$ cat config.mk
export PLATFORM = sky130hd
export DESIGN_NAME = switch_event_detector
export DESIGN_NICKNAME = d
export VERILOG_FILES = /design/src/rtl/switch_event_detector_pkg.sv /design/src/rtl/sync_2ff.sv /design/src/rtl/switch_event_detector.sv
export SDC_FILE = /design/constraint.sdc
export NUM_CORES = 1
export LEC_CHECK = 0
export BUFFER_PORTS_ARGS = -buffer_cell sky130_fd_sc_hd__buf_2
export CAP_MARGIN = 20
export CORE_MARGIN = 3
export CORE_UTILIZATION = 65
export DETAILED_ROUTE_END_ITERATION = 16
export PLACE_DENSITY = 0.83
export SYNTH_ARGS = -nofsm -noshare
export SYNTH_HDL_FRONTEND = slang
export SYNTH_SLANG_ARGS = --single-unit
$ cat constraint.sdc
create_clock -name i_Clk -period 4.55 [get_ports i_Clk]
set_input_delay 0.91 -clock i_Clk [delete_from_list [all_inputs] [get_ports i_Clk]]
set_output_delay 0.91 -clock i_Clk [all_outputs]
set_load 0.01 [all_outputs]
$ cat src/rtl/switch_event_detector_pkg.sv
// Shared types and defaults for the switch event detector.
// Holds the FSM state encoding, the default limits and the counter width helper.
package switch_event_detector_pkg;

    typedef enum logic [1:0] {
        StIdle = 2'd0,
        StHeld = 2'd1,
        StLong = 2'd2
    } state_e;

    localparam int unsigned DefaultDebounceLimit  = 250000;
    localparam int unsigned DefaultLongPressLimit = 25000000;

    // A limit of 1 still needs a 1-bit counter to compare against zero.
    function automatic int unsigned cnt_width(input int unsigned limit);
        return (limit > 1) ? $clog2(limit) : 1;
    endfunction

endpackage

$ cat src/rtl/sync_2ff.sv
// Two-flop synchronizer for a single asynchronous input bit.
module sync_2ff (
    input  logic clk,
    input  logic rst_n,
    input  logic d,
    output logic q
);

    logic meta_q;
    logic sync_q;

    always_ff @(posedge clk or negedge rst_n) begin
        if (!rst_n) begin
            meta_q <= 1'b0;
            sync_q <= 1'b0;
        end else begin
            meta_q <= d;
            sync_q <= meta_q;
        end
    end

    assign q = sync_q;

endmodule

$ cat src/rtl/switch_event_detector.sv
// Debounces a mechanical switch and reports press, release, long press and short release.
// Every output comes straight from a flop; the raw input only reaches logic through sync_2ff.
module switch_event_detector
    import switch_event_detector_pkg::*;
#(
    parameter int unsigned DEBOUNCE_LIMIT   = DefaultDebounceLimit,
    parameter int unsigned LONG_PRESS_LIMIT = DefaultLongPressLimit
) (
    input  logic i_Clk,
    input  logic i_Rst_L,
    input  logic i_Switch,
    output logic o_Switch,
    output logic o_Press,
    output logic o_Release,
    output logic o_Long_Press,
    output logic o_Short_Release
);

    localparam int unsigned DbW   = cnt_width(DEBOUNCE_LIMIT);
    localparam int unsigned HoldW = cnt_width(LONG_PRESS_LIMIT);

    localparam logic [DbW-1:0]   DbLast   = DbW'(DEBOUNCE_LIMIT - 1);
    localparam logic [HoldW-1:0] HoldLast = HoldW'(LONG_PRESS_LIMIT - 1);

    logic             sw_sync;
    logic             sw_q;
    logic [DbW-1:0]   db_cnt_q;
    logic [HoldW-1:0] hold_cnt_q;
    state_e           state_q;
    logic             press_q;
    logic             release_q;
    logic             long_q;
    logic             short_q;
    logic             accept;
    logic             rise;
    logic             fall;

    sync_2ff u_sync (
        .clk   (i_Clk),
        .rst_n (i_Rst_L),
        .d     (i_Switch),
        .q     (sw_sync)
    );

    // The new level has persisted long enough and is taken on this edge.
    assign accept = (sw_sync != sw_q) && (db_cnt_q == DbLast);
    assign rise   = accept && sw_sync;
    assign fall   = accept && !sw_sync;

    always_ff @(posedge i_Clk or negedge i_Rst_L) begin
        if (!i_Rst_L) begin
            sw_q     <= 1'b0;
            db_cnt_q <= '0;
        end else if (sw_sync == sw_q) begin
            db_cnt_q <= '0;
        end else if (accept) begin
            sw_q     <= sw_sync;
            db_cnt_q <= '0;
        end else begin
            db_cnt_q <= db_cnt_q + 1'b1;
        end
    end

    always_ff @(posedge i_Clk or negedge i_Rst_L) begin
        if (!i_Rst_L) begin
            state_q    <= StIdle;
            hold_cnt_q <= '0;
            press_q    <= 1'b0;
            release_q  <= 1'b0;
            long_q     <= 1'b0;
            short_q    <= 1'b0;
        end else begin
            press_q   <= rise;
            release_q <= fall;
            long_q    <= 1'b0;
            short_q   <= 1'b0;
            case (state_q)
                StIdle: begin
                    if (rise) begin
                        state_q    <= StHeld;
                        hold_cnt_q <= '0;
                    end
                end
                StHeld: begin
                    // Release wins over a long press landing on the same edge.
                    if (fall) begin
                        state_q <= StIdle;
                        short_q <= 1'b1;
                    end else if (hold_cnt_q == HoldLast) begin
                        state_q <= StLong;
                        long_q  <= 1'b1;
                    end else begin
                        hold_cnt_q <= hold_cnt_q + 1'b1;
                    end
                end
                StLong: begin
                    if (fall) begin
                        state_q <= StIdle;
                    end
                end
                default: state_q <= StIdle;
            endcase
        end
    end

    assign o_Switch        = sw_q;
    assign o_Press         = press_q;
    assign o_Release       = release_q;
    assign o_Long_Press    = long_q;
    assign o_Short_Release = short_q;

endmodule

==> qor.yml, run 1 <==
worst_setup_path:
  required_ps: 4770
  crit_fanout: 28
  crit_start: "db_cnt_q[8]$_DFF_PN0_"
  reg2reg_to: "hold_cnt_q[2]$_DFFE_PN0P_"
  cp-start-kind: "flip-flop"
  endpoint: "hold_cnt_q[2]$_DFFE_PN0P_"
  rrSetupSlack_ps: 1460
  reg2reg_from: "db_cnt_q[8]$_DFF_PN0_"
  cp.arrival_ps: 3310
  r2r_cells: 5
  critPathKind: "reg2reg"
  end_kind: "flip-flop"
timing:
  period_needed_ps: 3090
  slew_headroom: 0.224
  setup_violations: 0
  rsz0062_at_grt: "no"
  finalSetupTns_ps: 0
  clock_skew_ps: 15.9
  finalHoldViolations: 0
  worstMarginPinSlew_ps: 1160
  slew_viol_final: 0
  min_period_over_period: 0.679
  fmax_mhz: 323
detailed_routing:
  avgRoutedWirePerCell_um: 16.9
  drc: 0
  drtPass1Iterations: 5
  dr_total_vias: 2242
  dr.first_iter.drc_count: 237
  ant_nets: 0
  vias_per_cell: 6.63
  routed_wl_mm: 5.71
synth:
  synthDominantCellAreaShare: 0.489
  synthTopCellsByArea: "dfrtp_1 (49%), a31oi_1 (6.8%), nor2_1 (4.9%)"
  yosysTopAreaCell: "dfrtp_1"
  synth_top_family_by_area: "simple AND/OR/NAND/NOR gates"
  synth-simple-area-share: 0.261
  ys_seq_area_frac: 0.489
  synth_cell_types: 38
  netlist_instances: 284
  syn-num-nets: 289
  ys_seq_elements: 52
  syn_area_per_cell_um2: 9.37
  synthAdderAreaFrac: 0.00940
  synth-xor-area-share: 0.0527
  synth_area_mm2: 0.00266
  synthMuxAreaShare: 0.00376
  ys_warn_count: 0
  synth_compound_area_frac: 0.141
global_routing:
  grt_usage: 0.249
  grt_pass1_vias: 2078
  antenna_found_initial: 0
  grt_max_degree: 53
  overflow: 0
  grt_pass1_wl_mm: 9.79
clock_network:
  cts_setup_buffers: 0
  holdBufCountCts: 0
  cts.htree.levels: 2
  path_clk_slew_ps: 90
  cts_root_buf: "clkbuf_8"
  cts_tree: "yes"
  cts_resized: 0
  cts_max_path_buffers: 2
  cts_sinks: 52
  cts_buffers: 5
  clk_latency_ps: 320
floorplanning:
  initial_core_util: 0.701
  rows: 22
  die_y_um: 70.0
  die_x_um: 70.0
  boundaryPins: 8
  coreArea_mm2: 0.00380
  dieArea_mm2: 0.00490
layout:
  post-route-util: 0.738
  n_antenna_cell: 0
  drive_gt1_frac: 0.0759
  nets: 294
  areaGrowthSynthToFinish_pct: 5.41
  n_fill_cell: 273
placement:
  post-dp-hpwl_mm: 3.79
  port_buffers: 7
  gp_congestion: 0.855
flow_run:
  drv_cap: 0
power_and_ir_drop:
  cellPowerDensity_mw_per_mm2: 270
  cellLeakagePower_nw: 1.14
  ir_drop_uv: 186
  finalPower_uw: 757
status:
  outcome: "finished clean"
min_path:
  hold_class: "reg2reg"
## final cells by class
type	count	area [um^2]	area share
multi-input cells	208	1250	0.447
clock inverters	3	22.5	0.00803
well taps	48	60.1	0.0214
clock buffers	5	68.8	0.0245
inverters	13	48.8	0.0174
repair buffers	9	50.0	0.0178
flip-flops and latches	52	1300	0.464
## worst max-delay path, cell delays in order (launching register included)
cell and delay (ps):
dfrtp_1 440, nor4b_2 300, nand4_1 180, or4_1 980
a32o_1 740, o221ai_1 360
## how the worst min path moves through the flow
stage | startpoint | to | slack, ps | depth (start not counted)
after global placement | u_sync.meta_q$_DFF_PN0_ | u_sync.q$_DFF_PN0_ | 330 | 0
after detailed placement | u_sync.meta_q$_DFF_PN0_ | u_sync.q$_DFF_PN0_ | 350 | 0
after floorplan | u_sync.meta_q$_DFF_PN0_ | u_sync.q$_DFF_PN0_ | 330 | 0
final | u_sync.meta_q$_DFF_PN0_ | u_sync.q$_DFF_PN0_ | 360 | 0
after global routing | u_sync.meta_q$_DFF_PN0_ | u_sync.q$_DFF_PN0_ | 370 | 0
after CTS | u_sync.meta_q$_DFF_PN0_ | u_sync.q$_DFF_PN0_ | 370 | 0
## cell families (layout without fill, tap and decap cells)
kind of cell | after synthesis | count (layout)
XOR/XNOR | 16 | 16
AO/OA/AOI/OAI | 55 | 55
AND/OR/NAND/NOR | 134 | 134
flip-flops | 52 | 52
adder cells (fa/ha/maj) | 2 | 2
multiplexers | 1 | 1
buffers and inverters | 24 | 30
## power breakdown
group	leakage [nW]	internal, mW	switching, mW
Clock	0.0485	0.110	0.162
Sequential	0.720	0.465	0.00227
Combinational	0.369	0.00376	0.0136
## synthesized netlist by cell type, drive strengths merged
library cell and n:
or4b 1, or4 4, nor2b 1, nor4 8
inv 13, dfrtp 52, o21a 2, a21oi 3
nor4b 1, a31oi 29, xnor2 10, mux2i 1
clkbuf 7, or3 1, nor2 35, nand4bb 1
and3 7, a41oi 6, and2 2, o21ai 6
nand2b 10, xor2 6, nand3 17, o2111ai 1
o221ai 4, a21o 1, nand2 26, and4 4
buf 4, nand4 10, nor3 6, ha 2
o211ai 2, a32o 1
## stage by stage
step | std cells | instance area, um^2 | hold slack [ps] | setup WS [ps]
after floorplan | 284 | 2660 | 331 | 2360
after global placement | 330 | 2710 | 333 | 1620
after detailed placement | 330 | 2710 | 345 | 1510
after CTS | 338 | 2810 | 366 | 1490
after global routing | 338 | 2810 | 370 | 1250
final | 338 | 2810 | 362 | 1460
## sequential cells by signal, indices dropped and copies added, names as in the netlist
| name | flops |
|---|---|
| db_cnt_q | 18 |
| hold_cnt_q | 25 |
| o_Long_Press | 1 |
| o_Press | 1 |
| o_Release | 1 |
| o_Short_Release | 1 |
| o_Switch | 1 |
| state_q | 2 |
| u_sync.meta_q | 1 |
| u_sync.q | 1 |
## per-layer routing
metal / share of wire / global-route usage / vias up
met3: 0.076 / 0.0561 / 10
met2: 0.45 / 0.368 / 112
met5: 0 / 0 / -
li1: - / - / 1056
met4: 0.018 / 0.0915 / 0
met1: 0.46 / 0.360 / 1064
## cells in the final DEF, fill, tap and decap left out, drive strengths merged, types with 2 or more instances in the layout
cell	Yosys	final
ha	2	2
nor2	35	35
xnor2	10	10
nand4	10	10
nor4	8	8
clkinv	0	2
buf	4	9
a31oi	29	29
nand2	26	26
o211ai	2	2
o21ai	6	6
and3	7	7
and4	4	4
dfrtp	52	52
a41oi	6	6
nand3	17	17
and2	2	2
or4	4	4
clkbuf	7	5
a21oi	3	3
o221ai	4	4
o21a	2	2
inv	13	14
xor2	6	6
nand2b	10	10
nor3	6	6
No activity file was read; power rests on OpenSTA's default activity.
==> run 2, diff against run 1 <==
--- a/config.mk
+++ b/config.mk
@@ -5,12 +5,13 @@
 export SDC_FILE = /design/constraint.sdc
 export NUM_CORES = 1
 export LEC_CHECK = 0
+export ABC_AREA = 1
 export BUFFER_PORTS_ARGS = -buffer_cell sky130_fd_sc_hd__buf_2
 export CAP_MARGIN = 20
 export CORE_MARGIN = 3
-export CORE_UTILIZATION = 65
+export CORE_UTILIZATION = 62
 export DETAILED_ROUTE_END_ITERATION = 16
-export PLACE_DENSITY = 0.83
+export PLACE_DENSITY = 0.79
 export SYNTH_ARGS = -nofsm -noshare
 export SYNTH_HDL_FRONTEND = slang
 export SYNTH_SLANG_ARGS = --single-unit
==> constraint.sdc (replaced) <==
create_clock -name i_Clk -period 2.9 [get_ports i_Clk]
set_input_delay 0.58 -clock i_Clk [delete_from_list [all_inputs] [get_ports i_Clk]]
set_output_delay 0.58 -clock i_Clk [all_outputs]
set_load 0.01 [all_outputs]
==> run 2 against run 1 <==
Die area grew 23%. Critical endpoint is now hold_cnt_q[4]$_DFFE_PN0P_. Critical path type unchanged. Fmax grew 49%. Synthesized area grew 19%. Critical path depth grew 6. Register-to-register slack lost 630 ps. Total power grew 56%. Global-route usage shrank 1.3 points. Flip-flop and latch count is the same. First-iteration DRC count shrank 27%. Combinational power grew 68%. Final cell count grew 53%. Clock skew shrank 3.5 ps.
==> qor.yml, run 2 <==
worst_setup_path:
  rrSetupSlack_ps: 830  # -630 ps
  required_ps: 3150  # -1620 ps
  cp.arrival_ps: 2320  # -990 ps
  crit_start: "hold_cnt_q[0]$_DFFE_PN0P_"
  end_kind: "flip-flop"
  reg2reg_from: "hold_cnt_q[0]$_DFFE_PN0P_"
  r2r_cells: 11  # +6
  crit_fanout: 26  # -7.1%
  endpoint: "hold_cnt_q[4]$_DFFE_PN0P_"
  cp-start-kind: "flip-flop"
  reg2reg_to: "hold_cnt_q[4]$_DFFE_PN0P_"
  critPathKind: "reg2reg"
detailed_routing:
  vias_per_cell: 5.30  # -20%
  dr_total_vias: 2740  # +22%
  ant_nets: 0  # unchanged
  drtPass1Iterations: 5  # unchanged
  avgRoutedWirePerCell_um: 12.7  # -25%
  routed_wl_mm: 6.59  # +15%
  dr.first_iter.drc_count: 173  # -27%
  drc: 0  # unchanged
synth:
  synth_most_common_cell: "nand2_1"
  synthTopCellsByArea: "dfrtp_1 (41%), nand2_1 (14%), nor2_1 (10%)"
  yosysTopAreaCell: "dfrtp_1"
  netlist_instances: 441  # +55%
  syn_area_per_cell_um2: 7.21  # -23%
  synthFlopType: "dfrtp_1"
  syn-num-nets: 446  # +54%
  synth_edf_count: 0  # unchanged
  ys_seq_area_frac: 0.409  # -0.0795
  synthDominantCellAreaShare: 0.409  # -0.0795
  synth-async-reset-ratio: 1.00  # unchanged
  synthTopCellsByCount: "nand2_1 (119), nor2_1 (87), dfrtp_1 (52), nand3_1 (44), inv_1 (43)"
  ys_warn_count: 0  # unchanged
  synth_area_mm2: 0.00318  # +19%
  synth_cell_types: 32  # -16%
  ys_seq_elements: 52  # unchanged
floorplanning:
  dieArea_mm2: 0.00602  # +23%
  coreArea_mm2: 0.00485  # +28%
  initial_core_util: 0.655  # -0.0451
  boundaryPins: 8  # unchanged
  die_x_um: 77.6  # +11%
  die_y_um: 77.6  # +11%
  rows: 25  # +14%
clock_network:
  path_clk_slew_ps: 100  # about the same
  clk_latency_ps: 310  # about the same
  cts_root_buf: "clkbuf_8"
  holdBufCountCts: 0  # unchanged
  cts_max_path_buffers: 2  # unchanged
  cts_setup_buffers: 0  # unchanged
  cts_tree: "yes"
  cts_resized: 0  # unchanged
  cts_sinks: 52  # unchanged
  cts_buffers: 5  # unchanged
  cts.htree.levels: 2  # unchanged
layout:
  final_cell_mix: "nand2_1 (119), nor2_1 (87), dfrtp_1 (52)"
  largest_reg_flops: 25  # unchanged
  layout_commonest_cell: "nand2_1"
  n_fill_cell: 415  # +52%
  areaGrowthSynthToFinish_pct: 4.84
  n_antenna_cell: 0  # unchanged
  regMostFlops: "hold_cnt_q"
  drive_gt1_frac: 0.116  # +0.0397
  nets: 454  # +54%
  reg_top3: "hold_cnt_q: 25 flops, db_cnt_q: 18 flops, state_q: 2 flops"
placement:
  port_buffers: 7  # unchanged
  place_ws_ps: 883  # -622 ps
  gp_congestion: 0.955  # +12%
  post-dp-hpwl_mm: 4.83  # +27%
timing:
  fin_ws_ps: 828  # -631 ps
  setup_violations: 0  # unchanged
  slew_viol_final: 0  # unchanged
  clock_skew_ps: 12.3  # -3.52 ps
  finalSetupTns_ps: 0  # unchanged
  worstMarginPinSlew_ps: 737  # -424 ps
  hold-worst-slack_ps: 220  # -142 ps
  period_needed_ps: 2070  # -1020 ps
  finalHoldViolations: 0  # unchanged
  min_period_over_period: 0.714  # +0.0350
  slew_headroom: 0.508  # +0.284
  fmax_mhz: 483  # +49%
  rsz0062_at_grt: "no"
power_and_ir_drop:
  finalPower_mw: 1.18  # +56%
  cellPowerDensity_mw_per_mm2: 354  # +31%
  cellLeakagePower_nw: 1.59  # +40%
  ir_drop_uv: 285  # +53%
global_routing:
  overflow: 0  # unchanged
  grt_max_degree: 33  # -38%
  antenna_found_initial: 0  # unchanged
  grt_pass1_vias: 2589  # +25%
  grt_usage: 0.236  # -0.0131
  grt_pass1_wl_mm: 11.4  # +17%
flow_run:
  drv_cap: 0  # unchanged
min_path:
  hold_class: "in2async"
status:
  outcome: "finished clean"
run 2: changes by cell type after synthesis, sizes merged, moves of 5 or more:
cell,delta
nand2b,-10
clkbuf,-5
nand2,+117
inv,+32
nor3,+5
a31oi,-29
nand3,+30
nor2,+55
a41oi,-6
nor4,-7
and3,-7
a21oi,+5
run 2: metrics by stage:
stage	instance area (um^2)	cells	utilization
final	3330	517	0.687
after global routing	3330	517	0.687
after CTS	3330	517	0.687
after detailed placement	3240	509	0.668
after global placement	3240	509	0.668
after floorplan	3180	441	-
run 2: worst min-delay path by stage:
stage                                 endpoint  slack, ps
global route        hold_cnt_q[20]$_DFFE_PN0P_        240
floorplan                db_cnt_q[0]$_DFF_PN0_        280
global placement            u_sync.q$_DFF_PN0_        330
detailed placement          u_sync.q$_DFF_PN0_        340
finish              hold_cnt_q[20]$_DFFE_PN0P_        220
CTS                 hold_cnt_q[20]$_DFFE_PN0P_        230
run 2: layer usage:
| metal | vias up | GRT usage | part of all wire |
|---|---|---|---|
| met5 | - | 0 | 0 |
| met4 | 0 | 0.0890 | 0.017 |
| met3 | 10 | 0.0429 | 0.040 |
| met2 | 70 | 0.419 | 0.50 |
| met1 | 1264 | 0.283 | 0.45 |
| li1 | 1396 | - | - |
run 2: critical path, cell delays in order, from the launching register on:
cell	delay (ps)
dfrtp_1	440
ha_1	330
nand3_4	150
nor2_8	160
nand3_4	90
nor2_2	90
nor2_1	50
nand2_2	80
nand2_4	180
nand2_8	260
nand2_1	100
nand2_1	70
run 2: power by group:
group | switching, mW | internal (mW) | total, mW
Clock | 0.246 | 0.171 | 0.417
Combinational | 0.0228 | 0.00619 | 0.0290
Sequential | 0.00330 | 0.729 | 0.733
Total | 0.272 | 0.907 | 1.18
run 2: cell type report:
| cell class | count | area, um^2 | share of cell area |
|---|---|---|---|
| clock inverters | 3 | 23.8 | 0.00713 |
| multi-input cells | 336 | 1640 | 0.491 |
| well taps | 67 | 83.8 | 0.0252 |
| repair buffers | 9 | 50.0 | 0.0150 |
| inverters | 45 | 169 | 0.0507 |
| flip-flops and latches | 52 | 1300 | 0.391 |
| clock buffers | 5 | 68.8 | 0.0207 |
run 2: cell families (layout without fill, tap and decap cells):
group                      count (synthesis)  count (layout)  synth area share
DFF                                       52              52             0.409
buffers and inverters                     53              62            0.0760
and+or+nand+nor                          301             301             0.429
AOI/OAI and AO/OA                         17              17            0.0335
adders and majority gates                  2               2           0.00787
xor gates and xnor gates                  16              16            0.0441
